--- config.mk ---
export PLATFORM = sky130hd
export DESIGN_NAME = mult_hilo_ctrl
export DESIGN_NICKNAME = d
export VERILOG_FILES = /design/src/rtl/cpu_pkg.sv /design/src/rtl/mult_hilo_ctrl.sv
export SDC_FILE = /design/constraint.sdc
export NUM_CORES = 1
export LEC_CHECK = 0
export ABC_AREA = 0
export CAP_MARGIN = 5
export CORE_ASPECT_RATIO = 0.5
export CORE_MARGIN = 2
export CORE_UTILIZATION = 43
export DETAILED_ROUTE_END_ITERATION = 10
export GPL_ROUTABILITY_DRIVEN = 1
export PLACE_DENSITY = 0.78
export SLEW_MARGIN = 20
export SYNTH_ARGS = -nofsm -noshare
export SYNTH_HDL_FRONTEND = slang
export SYNTH_SLANG_ARGS = --single-unit
--- constraint.sdc ---
create_clock -name clk -period 5.16 [get_ports clk]
set_input_delay 0.774 -clock clk [delete_from_list [all_inputs] [get_ports clk]]
set_output_delay 0.774 -clock clk [all_outputs]
set_load 0.005 [all_outputs]
--- src/rtl/cpu_pkg.sv ---
// Shared CPU execute-stage definitions: word widths, multiply sequencer states and the
// sign/magnitude helpers used by the multiply (and later divide) controllers.
package cpu_pkg;

  localparam int unsigned WORD_W  = 32;
  localparam int unsigned DWORD_W = 64;

  typedef enum logic [1:0] {
    IDLE  = 2'd0,
    WAIT  = 2'd1,
    WRITE = 2'd2
  } mult_state_t;

  // Magnitude of a possibly-signed word; 0x80000000 maps to itself as an unsigned value.
  function automatic logic [WORD_W-1:0] abs32(input logic [WORD_W-1:0] v,
                                               input logic              is_signed);
    logic [WORD_W-1:0] r;
    r = v;
    if (is_signed && v[WORD_W-1]) begin
      r = ~v + WORD_W'(1);
    end
    return r;
  endfunction

  function automatic logic [DWORD_W-1:0] neg64(input logic [DWORD_W-1:0] v);
    return ~v + DWORD_W'(1);
  endfunction

endpackage

--- src/rtl/mult_hilo_ctrl.sv ---
// MULT/MULTU/MTHI/MTLO sequencer around an external pipelined unsigned 32x32 multiplier;
// owns HI/LO and stalls HI/LO reads while a product is in flight.
module mult_hilo_ctrl
  import cpu_pkg::*;
#(
  parameter int unsigned MUL_LATENCY = 2
) (
  input  logic                 clk,
  input  logic                 reset,
  input  logic                 start,
  input  logic                 is_signed,
  input  logic [WORD_W-1:0]    op_a,
  input  logic [WORD_W-1:0]    op_b,
  input  logic                 flush,
  input  logic                 mthi,
  input  logic                 mtlo,
  input  logic [WORD_W-1:0]    wdata,
  input  logic                 rd_hilo,
  output logic [WORD_W-1:0]    mul_a,
  output logic [WORD_W-1:0]    mul_b,
  input  logic [DWORD_W-1:0]   mul_r,
  output logic [WORD_W-1:0]    hi,
  output logic [WORD_W-1:0]    lo,
  output logic                 busy,
  output logic                 stall
);

  localparam int unsigned CntW = $clog2(MUL_LATENCY + 1);

  mult_state_t        state_q, state_d;
  logic [CntW-1:0]    cnt_q, cnt_d;
  logic               neg_q, neg_d;
  logic [WORD_W-1:0]  hi_q, hi_d;
  logic [WORD_W-1:0]  lo_q, lo_d;
  logic [WORD_W-1:0]  mul_a_q, mul_a_d;
  logic [WORD_W-1:0]  mul_b_q, mul_b_d;
  logic [DWORD_W-1:0] result;

  assign result = neg_q ? neg64(mul_r) : mul_r;

  always_comb begin
    state_d = state_q;
    cnt_d   = cnt_q;
    neg_d   = neg_q;
    hi_d    = hi_q;
    lo_d    = lo_q;
    mul_a_d = mul_a_q;
    mul_b_d = mul_b_q;
    case (state_q)
      IDLE: begin
        // mt writes land at the issue edge; a multiply issued alongside overwrites them later.
        if (mthi) hi_d = wdata;
        if (mtlo) lo_d = wdata;
        if (start && !flush) begin
          mul_a_d = abs32(op_a, is_signed);
          mul_b_d = abs32(op_b, is_signed);
          neg_d   = is_signed & (op_a[WORD_W-1] ^ op_b[WORD_W-1]);
          cnt_d   = CntW'(MUL_LATENCY);
          state_d = WAIT;
        end
      end
      WAIT: begin
        cnt_d = cnt_q - CntW'(1);
        if (flush) begin
          state_d = IDLE;
        end else if (cnt_q == CntW'(1)) begin
          state_d = WRITE;
        end
      end
      WRITE: begin
        state_d = IDLE;
        if (!flush) begin
          {hi_d, lo_d} = result;
        end
      end
      default: state_d = IDLE;
    endcase
  end

  always_ff @(posedge clk or posedge reset) begin
    if (reset) begin
      state_q <= IDLE;
      cnt_q   <= '0;
      neg_q   <= 1'b0;
      hi_q    <= '0;
      lo_q    <= '0;
      mul_a_q <= '0;
      mul_b_q <= '0;
    end else begin
      state_q <= state_d;
      cnt_q   <= cnt_d;
      neg_q   <= neg_d;
      hi_q    <= hi_d;
      lo_q    <= lo_d;
      mul_a_q <= mul_a_d;
      mul_b_q <= mul_b_d;
    end
  end

  assign mul_a = mul_a_q;
  assign mul_b = mul_b_q;
  assign hi    = hi_q;
  assign lo    = lo_q;
  assign busy  = (state_q != IDLE);
  assign stall = rd_hilo & busy;

endmodule

==> results.toml <==
[logic_synthesis]
syn_avg_cell_area_um2 = 8.43
ys_seq_area_share_pct = 40.6
yosysWarnings = 0
syn_nets = 1145
synthArstFlopShare_pct = 100
ys_ff_latch = 133
netlist_area_um2 = 8200
yosysUniqueCellTypes = 47
synth_edf_count = 0
synth_ff_type = "dfrtp_1"
synthCells = 973

[timing]
timing.final.crit_share_pct = 69.8
max_freq_mhz = 278
drv_slew = 0
rsz0062_at_grt = "false"
post-route-min-period_ns = 3.60
finalClockSkew_ns = 0.0111
setup_violations = 0
worstMarginPinSlew_ns = 0.958
fin_setup_tns_ns = 0
hold_viol_final = 0
maxSlewHeadroom_pct = 35.6

[power]
p_sw_mw = 1.26
internal_power_mw = 2.89
p_seq_share_pct = 35.0
p_sw_share_pct = 30.3
vdd_drop_max_uv = 237
p_leak_nw = 4.66
p_comb_share_pct = 33.5
clock_power_share_pct = 31.6
p_per_area_nw_per_um2 = 346

[final_layout]
drive_gt1_share_pct = 4.93
stdcell_area_um2 = 12000
fill_cells = 1600
area_growth_pct = 46.4
nets = 1417
num_antenna_cells = 0

[clocking]
numCtsBuffers = 17
clockBufferDepth = 2
cts_tree = "yes"
clock-root-buffer = "clkbuf_16"
ctsHtreeMaxLevel = 4
hold_buffers = 0
cts-resized-gates = 0
clk_latency_ns = 0.42
clk_pin_slew_worst_paths_ns = 0.06
clock_sinks = 133
post_cts_buffers = 0

[floorplanning]
die_w_um = 199
die_h_um = 102
row_count = 35
initial_core_util_pct = 44.3
coreArea_um2 = 18500
die_area_um2 = 20300
ioPinCount = 298

[route]
drc = 0
drt_iter0_markers = 597
dr.pass1.iters = 5
vias = 8605
drt-wirelength-per-cell_um = 19.2
drtAntennaViolNets = 0
viasPerCell = 5.67
routed_wl_um = 29200

[setup_path]
critical_path_class = "in2reg"
crit_path_start_kind = "input port"
critical_path_peak_fanout = 5
rrSetupSlack_ns = 2.44
r2r-start = "state_q[1]"
crit_arrival_ns = 3.91
r2r-end = "hi[30]"
end_kind = "register"
reg2reg_depth = 7
required_ns = 5.47

[flow_run]
cap_violations = 0

[global_routing]
grt_overflow = 0
grt_usage_pct = 28.7
grt_max_degree = 99
antenna_found_initial = 0
grt_pass1_vias = 8318
grt_pass1_wl_um = 44900

[place]
dp_hpwl_um = 21800
gp_congestion = 0.899
port_buffers = 297
dpl_cell_area_um2 = 11400

[worst_hold_path]
hold_path_startpoint = "lo[2]"
holdPathEnd = "lo[2]"
holdPathStages = 1
worstHoldPathType = "reg2reg"

[run_status]
status = "finished clean"
==> power by group through the flow <==
stage	Sequential (mW)	Combinational, mW	Clock (mW)
detailed placement	1.47	1.39	0
global placement	1.46	1.37	0
global route	1.48	1.52	1.38
floorplan	1.46	0.536	0
finish	1.45	1.39	1.31
CTS	1.45	1.40	1.33
==> synth_stat cells (13+ instances only) <==
cell | instances | area (um2)
inv_1 | 18 | 67.6
a221oi_1 | 13 | 114
clkbuf_1 | 51 | 191
or4_1 | 16 | 120
nor4_1 | 21 | 131
a31oi_1 | 16 | 100
and3_1 | 19 | 119
a21oi_1 | 46 | 230
dfrtp_1 | 133 | 3330
o21ai_0 | 115 | 576
nor2_1 | 91 | 342
xnor2_1 | 65 | 569
or3_1 | 17 | 106
nor3_1 | 25 | 125
o41ai_1 | 21 | 184
o31ai_1 | 30 | 225
xor2_1 | 52 | 455
nand2_1 | 123 | 462
==> cell families (layout without fill, tap and decap cells) <==
group                      count (synthesis)  count (layout)  synth area share [%]
AOI/OAI and AO/OA                        269             269                  20.1
and+or+nand+nor                          372             372                  22.1
adders and majority gates                  4               4                 0.611
xor gates and xnor gates                 117             117                  12.5
muxes                                      5               5                 0.626
DFF                                      133             133                  40.6
buffers and inverters                     73             358                  3.43
==> registers in the layout (all words and copies together) (netlist names) <==
signal,cells
neg_q,1
state_q,2
cnt_q,2
mul_b,32
mul_a,32
hi,32
lo,32
==> cell usage in the layout (no fill, tap or decap), types with 3 or more instances in the layout <==
cell,count
o41ai_1,21
a31oi_1,16
clkbuf_16,17
o31ai_1,30
inv_1,17
nand4_1,5
a21oi_1,45
nor2_1,91
clkinv_4,3
bufinv_16,4
a221oi_1,13
a21o_1,5
dfrtp_1,133
nand2b_1,10
ha_1,4
a211oi_1,6
clkdlybuf4s50_1,297
mux2i_1,4
or4_4,3
xnor2_1,65
clkinv_2,6
and2_1,6
nor3_1,25
nor3b_1,3
nand2_1,123
nand3_1,11
xor2_1,52
buf_4,11
or2_2,8
nor4_1,21
o221ai_1,5
o21ai_0,115
or3_1,17
or4_1,16
and3_1,19
nand4b_1,3
o21ai_1,5
==> through the flow <==
stage	setup WS, ns	power, mW	hold WS, ns	utilization (%)	std cells
2_1_floorplan	0.832	1.99	0.466	-	973
3_3_place_gp	1.41	2.83	0.461	61.4	1485
3_5_place_dp	1.21	2.86	0.465	61.4	1485
4_1_cts	1.64	4.18	0.478	64.8	1517
5_1_grt	1.38	4.38	0.490	64.8	1517
6_report	1.56	4.15	0.475	64.8	1517
==> layer usage <==
| metal | GRT usage [%] | wire (um) | up-vias |
|---|---|---|---|
| li1 | - | - | 4047 |
| met1 | 36.0 | 12000 | 4114 |
| met2 | 48.4 | 13900 | 368 |
| met3 | 7.36 | 2280 | 76 |
| met4 | 10.7 | 1000 | 0 |
| met5 | 0 | 0 | - |
==> layout make-up <==
class | instances | area (um2) | area share, %
flip-flops and latches | 133 | 3330 | 27.7
inverters | 18 | 72.6 | 0.604
repair buffers | 308 | 3060 | 25.5
multi-input cells | 767 | 4600 | 38.3
well taps | 259 | 324 | 2.70
clock buffers | 18 | 439 | 3.66
clock inverters | 14 | 184 | 1.53
==> critical path, stage by stage <==
cell and delay [ns]:
clkdlybuf4s50_1 0.54, or4_1 0.64, nor4_1 0.70, nand3_1 0.36, o41ai_1 0.50, xor2_1 0.11
a221oi_1 0.28
==> worst max path at each step <==
stage	start	endpoint	cells after the start	slack [ns]
floorplan	reset	cnt_q[0]	1	0.83
global placement	mul_r[32]	hi[25]	7	1.41
detailed placement	mul_r[32]	hi[29]	7	1.21
CTS	mul_r[32]	hi[29]	7	1.64
global route	mul_r[32]	hi[29]	7	1.38
finish	mul_r[32]	hi[29]	7	1.56
Power figures use the tool's default switching activity.
